`src/rtl/mean_square_accumulator_v1_0_pkg.sv`:
```
// mean_square_accumulator_v1_0_pkg: shared widths and output FSM states
package mean_square_accumulator_v1_0_pkg;
  typedef enum logic {IDLE, PULSE} state_t;
  function automatic int res_width(input int w);
    return 2 * w;
  endfunction
  function automatic int acc_width(input int w, input int l);
    return 2 * w + l;
  endfunction
endpackage

```
`src/rtl/signed_square_stage.sv`:
```
// signed_square_stage: registered square of a signed sample with valid
module signed_square_stage
  import mean_square_accumulator_v1_0_pkg::*;
#(
  parameter int inout_width = 16
) (
  input  logic                                aclk,
  input  logic                                resetn,
  input  logic signed [inout_width-1:0]       sample,
  input  logic                                in_valid,
  output logic [res_width(inout_width)-1:0]   square,
  output logic                                out_valid
);
  logic signed [res_width(inout_width)-1:0] ext;
  assign ext = {{inout_width{sample[inout_width-1]}}, sample};
  always_ff @(posedge aclk)
    if (!resetn) begin
      square    <= '0;
      out_valid <= 1'b0;
    end else begin
      out_valid <= in_valid;
      if (in_valid) square <= $unsigned(ext * ext);
    end
endmodule

```
`src/rtl/mean_square_accumulator_v1_0.sv`:
```
// mean_square_accumulator_v1_0: windowed mean of squared samples with
// a one-cycle valid pulse towards the sqrt stage
module mean_square_accumulator_v1_0
  import mean_square_accumulator_v1_0_pkg::*;
#(
  parameter int inout_width = 16,
  parameter int window_log2 = 8
) (
  input  logic                          aclk,
  input  logic                          resetn,
  input  logic signed [inout_width-1:0] sample,
  input  logic                          s_data_valid,
  output logic [2*inout_width-1:0]      mean_square,
  output logic                          m_data_valid,
  input  logic                          m_data_ready,
  output logic                          overrun
);
  localparam int RW = res_width(inout_width);
  localparam int AW = acc_width(inout_width, window_log2);
  logic [RW-1:0] square;
  logic sq_valid;
  logic [AW-1:0] acc, sum;
  logic [window_log2-1:0] count;
  logic pending, close, clear;
  state_t state;
  signed_square_stage #(.inout_width(inout_width)) u_square (
    .aclk      (aclk),
    .resetn    (resetn),
    .sample    (sample),
    .in_valid  (s_data_valid),
    .square    (square),
    .out_valid (sq_valid)
  );
  always_comb begin
    sum   = acc + AW'(square);
    close = sq_valid && (&count);
    clear = (state == IDLE) && pending && m_data_ready;
  end
  // a close in the same cycle as the hand-off re-arms pending without overrun
  always_ff @(posedge aclk)
    if (!resetn) begin
      acc          <= '0;
      count        <= '0;
      mean_square  <= '0;
      pending      <= 1'b0;
      overrun      <= 1'b0;
      m_data_valid <= 1'b0;
      state        <= IDLE;
    end else begin
      if (sq_valid) begin
        acc   <= close ? '0 : sum;
        count <= count + window_log2'(1);
      end
      if (close) mean_square <= sum[window_log2 +: RW];
      pending      <= close || (pending && !clear);
      overrun      <= overrun || (close && pending && !clear);
      state        <= clear ? PULSE : IDLE;
      m_data_valid <= clear;
    end
endmodule
```
`config.mk`:
```
export PLATFORM = sky130hd
export DESIGN_NAME = mean_square_accumulator_v1_0
export DESIGN_NICKNAME = d
export VERILOG_FILES = /design/src/rtl/mean_square_accumulator_v1_0_pkg.sv /design/src/rtl/signed_square_stage.sv /design/src/rtl/mean_square_accumulator_v1_0.sv
export SDC_FILE = /design/constraint.sdc
export NUM_CORES = 1
export LEC_CHECK = 0
export CELL_PAD_IN_SITES_DETAIL_PLACEMENT = 1
export CELL_PAD_IN_SITES_GLOBAL_PLACEMENT = 2
export CORE_ASPECT_RATIO = 2
export CORE_MARGIN = 4
export CORE_UTILIZATION = 44
export CTS_BUF_LIST = sky130_fd_sc_hd__clkbuf_8
export DETAILED_ROUTE_END_ITERATION = 8
export PLACE_DENSITY_LB_ADDON = 0.1
export SLEW_MARGIN = 20
export SYNTH_ARGS = -nofsm -noshare
export SYNTH_HDL_FRONTEND = slang
export SYNTH_SLANG_ARGS = --single-unit
```
`constraint.sdc`:
```
create_clock -name aclk -period 12.3 [get_ports aclk]
set_input_delay 1.23 -clock aclk [delete_from_list [all_inputs] [get_ports aclk]]
set_output_delay 1.23 -clock aclk [all_outputs]
set_load 0.01 [all_outputs]
```
# Word level (Yosys, flattened, before mapping)
# Cells that the tools add are included.
# word_totals
ff_bits	117
wordCells	25
# op_classes
addsub	2
n_mul	1
mux	2
n_bitwise	1
reduce_logical	10
# op_table
op	count
adder 40 x 32 -> 40 bit	1
2-to-1 mux 40 bit	1
multiplier 16 x 16 -> 32 bit	1
adder 8 x 1 -> 8 bit, second input constant	1
AND reduction 8 bit	1
logical AND 1 bit	6
logical OR 1 bit	2
zero test 1 bit	1
2-to-1 mux 1 bit	1
NOT 1 bit	1

# Depth between registers and ports, before layout
# Gate-level depths: netlist (run 1).
# logic_depth
ltp_word	6
mapped_depth	25
mapped_depth_nobuf	24

# Modules after synthesis
# From an unflattened synthesis (run 1), not the netlist that was laid out.
# unflattened
hier_cells	1706
hier_area_um2	15224.6
# modules_own_cells
module	instances	cells_each	area_each_um2	seq_area_each_um2
signed_square_stage	1	1109	10183.5	640.6
mean_square_accumulator_v1_0	1	597	5041.1	1661.6

# Least setup slack after synthesis (run 1)
# OpenSTA, ideal clock, no wires.
# synth_path
kind	input port to flip-flop
start	in sample[5]
end	reg u_square.square[30]
arrival_time_ns	6.945
slack_ns	5.236
path_stages	22
cell_sequence	clkbuf_1 -> clkbuf_1 -> nand2_1 -> fa_1 -> inv_1 -> fa_1 -> fa_1 -> fa_1 -> fa_1 -> inv_1 -> fa_1 -> inv_1 -> ha_1 -> a21o_1 -> a21o_1 -> a21oi_1 -> nand2_1 -> or3_1 -> and2_1 -> a41oi_1 -> nor3_1 -> a211o_1
# synth_between
elab_chain_cells	1
# synth_lines
item	line	source
start: declaration	mean_square_accumulator_v1_0.sv:11	input logic signed [inout_width-1:0] sample,
multiplier 16 x 16 -> 32 bit	signed_square_stage.sv:22	if (in_valid) square <= $unsigned(ext * ext);
end signal: assignment	signed_square_stage.sv:22	
end: declaration	signed_square_stage.sv:11	output logic [res_width(inout_width)-1:0] square,
# No other way between the ends.
# A chain may end at the register's enable or synchronous reset.

# Worst setup path after layout (run 1)
# layout_path
start	in sample[15]
end	reg u_square.square[30]
# The elaborated chain is that of the path after synthesis.

==> impl_metrics.env, run 1 <==
export IMPL_yosysWarnings=0
export IMPL_fill_cells=4011
export IMPL_ys_seq_area_share_pct=15.4
export IMPL_grt_first_pass_wirelength_um=66400
export IMPL_final_common_cell="inv_1"
export IMPL_wl_met2_um=23300
export IMPL_layout_min_cycle_time_ns=8.16
export IMPL_path_max_fanout=17
export IMPL_die_x_um=138
export IMPL_htreeDepth=4
export IMPL_area_growth_synth_to_final_pct=8.56
export IMPL_hold_class="reg2reg"
export IMPL_ios=54
export IMPL_vias=11400
export IMPL_final_cells=2169
export IMPL_overflow=0
export IMPL_cp_start_kind="primary input"
export IMPL_crit_chain="clkdlybuf4s50_1 > inv_1 > nor2_1 > fa_1 > fa_1 > fa_1 > fa_1 > fa_1 > inv_1 > fa_1 > inv_1 > ha_1 > a21o_1 > a21o_1 > a21oi_1 > nand2_1 > or3_1 > and2_1 > a41oi_1 > nor3_1 > a211o_1"
export IMPL_max_freq_ghz=0.122
export IMPL_place_ws_ns=3.62
export IMPL_clockRootBuffer="clkbuf_8"
export IMPL_drv_slew=0
export IMPL_fin_ws_ns=4.14
export IMPL_start_util_pct=44.5
export IMPL_ant_nets=0
export IMPL_finalSetupTns_ns=0
export IMPL_top_layer="met4"
export IMPL_dieHeight_um=269
export IMPL_drt_iter0_drc=293
export IMPL_syn_num_nets=2076
export IMPL_worst_ep_arrival_time_ns=8.51
export IMPL_grtUsageTotal_pct=22.3
export IMPL_cts_resized=0
export IMPL_rsz0062_at_grt="no"
export IMPL_dp_hpwl_um=33400
export IMPL_wl_met3_um=584
export IMPL_rows=95
export IMPL_critPathMaxStageDelay_ns=0.91
export IMPL_met1_length_um=14800
export IMPL_status="finished, final reports clean"
export IMPL_crit_path_frequent_cell="fa_1"
export IMPL_fin_util_pct=48.3
export IMPL_cap_violations=0
export IMPL_synth_cell_type_count=74
export IMPL_maxSlewHeadroom_pct=37.9
export IMPL_port_buffers=53
export IMPL_grt_max_degree=74
export IMPL_cts_sinks=115
export IMPL_ys_ff_latch=115
export IMPL_drc=0
export IMPL_dp_cells=2136
export IMPL_ff2ff_setup_slack_ns=9.01
export IMPL_path_clk_slew_ns=0.07
export IMPL_synth_area_top_cells="fa_1 (31%), dfxtp_1 (15%), ha_1 (11%)"
export IMPL_yosysTopAreaCell="fa_1"
export IMPL_setup_worst_path_class="in2reg"
export IMPL_antenna_found_initial=1
export IMPL_synth_edf_count=0
export IMPL_wirelength_um=39900
export IMPL_syn_cell_area_um2=15000
export IMPL_cp_required_ns=12.65
export IMPL_post_cts_buffers=0
export IMPL_yosysTopAreaCellShare_pct=31.0
export IMPL_grt_pass1_vias=13100
export IMPL_path_delay_family="adder cells"
export IMPL_cts_max_path_buffers=2
export IMPL_coreArea_um2=33600
export IMPL_synth_flop_cell="dfxtp_1"
export IMPL_path_buf_inv=4
export IMPL_nNetsFinal=2098
export IMPL_critPathSlowestCell="clkdlybuf4s50_1"
export IMPL_hold_viol_final=0
export IMPL_drive_gt1_share_pct=4.62
export IMPL_drt_pass1_iter_count=4
export IMPL_dieArea_um2=37200
export IMPL_fin_crit_sh_pct=66.4
export IMPL_final_cell_mix="inv_1 (328), fa_1 (232), nand2_1 (139)"
export IMPL_setup_viol=0
export IMPL_cts_hold_buf=0
export IMPL_end_kind="flop"
export IMPL_syn_avg_cell_area_um2=8.82
export IMPL_synthCells=1697
export IMPL_skew_ns=0.0118
export IMPL_cts_buffers=17
export IMPL_vias_per_cell=5.26
export IMPL_tightestPinTransition_ns=0.931
export IMPL_wl_per_cell_um=18.4
export IMPL_worst_skew_pair_late_latency_ns=0.46
export IMPL_ys_async_sr_fraction_pct=0
export IMPL_cts_tree="done"
export IMPL_place_congestion=0.917
[kinds of logic (layout without fill, tap and decap cells)]
group,Yosys count,count (layout),share of synthesized area (%)
xor gates and xnor gates,84,84,4.92
adders and majority gates,359,359,41.7
AOI/OAI and AO/OA,266,266,12.0
muxes,21,21,1.40
and+or+nand+nor,460,460,14.7
buffers and inverters,392,427,9.94
DFF,115,115,15.4
other,0,1,0
[sequential cells by signal, summed over array words and instances, names as in the netlist]
signal              count
acc                    40
overrun                 1
pending                 1
count                   8
m_data_valid            1
mean_square            32
u_square.out_valid      1
u_square.square        31
[through the flow]
stage	area, um^2	hold slack (ns)
floorplan	15000	0.411
global placement	15900	0.414
detailed placement	15900	0.433
CTS	16200	0.445
global route	16200	0.474
finish	16200	0.443
[path summary, 6_finish.rpt]
check                                            to           startpoint  depth (start not counted)
worst min register to register         m_data_valid              pending                          2
worst min-delay path                   m_data_valid              pending                          2
worst max register to register              acc[36]  u_square.square[20]                         10
worst max-delay path            u_square.square[30]           sample[15]                         21
[layout make-up]
| type | count | area (um^2) | share of cell area (%) |
|---|---|---|---|
| clock inverters | 12 | 91.3 | 0.562 |
| repair buffers | 65 | 611 | 3.76 |
| well taps | 436 | 546 | 3.36 |
| inverters | 330 | 1240 | 7.63 |
| clock buffers | 20 | 275 | 1.69 |
| multi-input cells | 1190 | 11200 | 68.8 |
| diodes | 1 | 2.50 | 0.0154 |
| flip-flops and latches | 115 | 2300 | 14.2 |
[cells in the mapped netlist, drive strengths merged, types with 12 or more instances]
library cell / count
inv: 327
fa: 232
nand2: 141
ha: 127
nor2: 124
dfxtp: 115
a21oi: 81
xnor2: 62
nand3: 50
o21ai: 50
clkbuf: 49
and2: 43
a21o: 26
a211oi: 23
xor2: 22
mux2i: 21
nor3: 16
nand4: 14
buf: 13
o21a: 13
and3: 12
o21bai: 12
[per-layer routing]
| layer | vias to the layer above | GRT usage [%] |
|---|---|---|
| met5 | - | 0 |
| met1 | 5790 | 22.9 |
| met4 | 0 | 7.97 |
| li1 | 5452 | - |
| met2 | 121 | 46.3 |
| met3 | 51 | 1.85 |
[worst register-to-register path, cell delays in order (launching register included)]
cell and delay [ns]:
dfxtp_1 0.32, ha_1 0.49, nand2_1 0.19, nor3_2 0.26, o31ai_2 0.12, a211oi_1 0.59
nor3_2 0.17, a21oi_2 0.28, a31oi_4 0.21, or4_1 0.52, nand3_1 0.09
Power of run 1 is not shown: default switching activity piles up to over one toggle a cycle in this logic, so the estimate is an artifact.
==> run 2, diff against run 1 <==
--- a/config.mk
+++ b/config.mk
@@ -9,7 +9,7 @@
 export CELL_PAD_IN_SITES_GLOBAL_PLACEMENT = 2
 export CORE_ASPECT_RATIO = 2
 export CORE_MARGIN = 4
-export CORE_UTILIZATION = 44
+export CORE_UTILIZATION = 41
 export CTS_BUF_LIST = sky130_fd_sc_hd__clkbuf_8
 export DETAILED_ROUTE_END_ITERATION = 8
 export PLACE_DENSITY_LB_ADDON = 0.1
==> constraint.sdc (replaced) <==
create_clock -name aclk -period 7.8 [get_ports aclk]
set_input_delay 0.78 -clock aclk [delete_from_list [all_inputs] [get_ports aclk]]
set_output_delay 0.78 -clock aclk [all_outputs]
set_load 0.01 [all_outputs]
==> run 2 against run 1 <==
Effect of this change:
- first-iteration DRC count down 6.8%
- flip-flop and latch count unchanged
- critical endpoint unchanged
- cell count up 1.8%
- register-to-register slack worse by 4.5 ns
- core utilization down 2.2 points
- sequential share of layout area down 0.26 points
- worst hold slack about the same
- critical path depth unchanged
- die area up 7.0%
- clock skew up 0.0055 ns
- non-clock buffer count up 26
- via count up 0.73%
==> impl_metrics.env, run 2 (synthesized netlist as in run 1, its figures left out) <==
export IMPL_tightestPinTransition_ns=0.931
export IMPL_status="finished, final reports clean"
export IMPL_ios=54
export IMPL_vias=11500
export IMPL_end_kind="flop"
export IMPL_grt_max_degree=55
export IMPL_cts_max_path_buffers=2
export IMPL_cts_sinks=115
export IMPL_worst_r2r_endpoint="acc[38]"
export IMPL_wl_per_cell_um=18.2
export IMPL_cts_hold_buf=0
export IMPL_r2r_cells=10
export IMPL_final_common_cell="inv_1"
export IMPL_whs_path_depth=2
export IMPL_grt_first_pass_wirelength_um=67300
export IMPL_vias_per_cell=5.20
export IMPL_post_cts_buffers=0
export IMPL_skew_ns=0.0173
export IMPL_worst_ep_arrival_time_ns=7.28
export IMPL_multi_input_area_um2=11200
export IMPL_cts_buffers=17
export IMPL_path_buf_inv=4
export IMPL_wirelength_um=40200
export IMPL_drive_gt1_share_pct=6.14
export IMPL_final_cell_mix="inv_1 (326), fa_1 (232), nand2_1 (139)"
export IMPL_rows=98
export IMPL_max_freq_ghz=0.144
export IMPL_path_delay_family="adder cells"
export IMPL_coreArea_um2=35900
export IMPL_ff2ff_setup_slack_ns=4.50
export IMPL_fin_crit_sh_pct=88.8
export IMPL_hold_viol_final=0
export IMPL_nNetsFinal=2124
export IMPL_cp_required_ns=8.15
export IMPL_area_growth_synth_to_final_pct=10.6
export IMPL_drt_iter0_drc=273
export IMPL_maxSlewHeadroom_pct=37.9
export IMPL_rsz0062_at_grt="no"
export IMPL_worst_skew_pair_late_latency_ns=0.46
export IMPL_crit_chain="clkdlybuf4s50_1 > nand2_1 > fa_1 > fa_1 > inv_1 > fa_1 > fa_1 > fa_1 > inv_1 > fa_1 > inv_1 > ha_1 > a211oi_1 > o211ai_1 > nor3_2 > o21ai_2 > or3_1 > and2_1 > a41oi_1 > nor3_1 > a211o_1"
export IMPL_start_util_pct=41.6
export IMPL_path_max_fanout=16
export IMPL_hold_class="reg2reg"
export IMPL_dieArea_um2=39800
export IMPL_largestRegisters="acc x40, mean_square x32, u_square.square x31"
export IMPL_path_clk_slew_ns=0.08
export IMPL_place_congestion=0.880
export IMPL_clockRootBuffer="clkbuf_8"
export IMPL_hold_start="pending"
export IMPL_setup_viol=0
export IMPL_ant_nets=0
export IMPL_cap_violations=0
export IMPL_grtUsageTotal_pct=21.2
export IMPL_cts_resized=0
export IMPL_drc=0
export IMPL_crit_path_frequent_cell="fa_1"
export IMPL_critPathMaxStageDelay_ns=0.94
export IMPL_timing_rr_start="u_square.square[20]"
export IMPL_dp_hpwl_um=34200
export IMPL_cp_start_kind="primary input"
export IMPL_drv_slew=0
export IMPL_htreeDepth=4
export IMPL_layout_min_cycle_time_ns=6.93
export IMPL_regMostFlops="acc"
export IMPL_finalSetupTns_ns=0
export IMPL_drt_pass1_iter_count=4
export IMPL_grt_pass1_vias=13300
export IMPL_die_x_um=143
export IMPL_critPathSlowestCell="clkdlybuf4s50_1"
export IMPL_antenna_found_initial=1
export IMPL_hold_end="m_data_valid"
export IMPL_cts_tree="done"
export IMPL_port_buffers=53
export IMPL_regArea_um2=2300
export IMPL_setup_worst_path_class="in2reg"
export IMPL_dieHeight_um=278
export IMPL_largest_register_ffs=40
export IMPL_fill_cells=4236
export IMPL_overflow=0
-- run 2: changes by cell type in the layout (fill, tap and decap cells not counted) --
| cell | before | now |
|---|---|---|
| bufinv_16 | 1 | 5 |
| inv_6 | 0 | 1 |
| clkinvlp_4 | 1 | 2 |
| clkbuf_8 | 20 | 18 |
| clkinv_2 | 5 | 3 |
| inv_1 | 328 | 326 |
| buf_4 | 12 | 38 |
-- run 2: worst min-delay path: stages (launching register included) --
cell     delay (ns)
dfxtp_1        0.31
nand2_1        0.06
nor3_1         0.04
-- run 2: metal layers --
metal | up-vias | global-route usage [%] | part of all wire [%]
li1 | 5510 | - | -
met1 | 5798 | 21.6 | 37
met2 | 131 | 43.0 | 58
met3 | 58 | 1.75 | 1.5
met4 | 0 | 8.05 | 3.7
met5 | - | 0 | 0
-- run 2: final cells by class --
class,count,share of cell area [%]
timing repair buffer,91,4.87
clock buffer,18,1.50
antenna,1,0.0151
inverter,330,7.49
clock inverter,14,1.27
sequential,115,13.9
multi-input combinational,1190,67.5
tap,450,3.40
-- run 2: stage by stage --
step / util, % / worst slack (ns) / std cells / hold WS, ns / area (um^2)
floorplan: - / 1.19 / 1697 / 0.411 / 15000
detailed placement: 44.8 / 0.355 / 2176 / 0.436 / 16100
finish: 46.1 / 0.870 / 2209 / 0.444 / 16500
global route: 46.1 / 0.547 / 2209 / 0.481 / 16500
CTS: 46.1 / 0.869 / 2208 / 0.443 / 16500
global placement: 44.8 / 0.481 / 2176 / 0.419 / 16100
-- run 2: how the worst max path moves through the flow --
stage                               end  startpoint  slack, ns  depth (start not counted)
floorplan           u_square.square[30]   sample[5]       1.19                         22
global placement    u_square.square[30]   sample[9]       0.48                         21
detailed placement  u_square.square[30]   sample[9]       0.35                         21
CTS                 u_square.square[30]   sample[9]       0.87                         21
global route        u_square.square[30]   sample[9]       0.55                         21
finish              u_square.square[30]   sample[9]       0.87                         21
Power of run 2 is left out for the same reason.
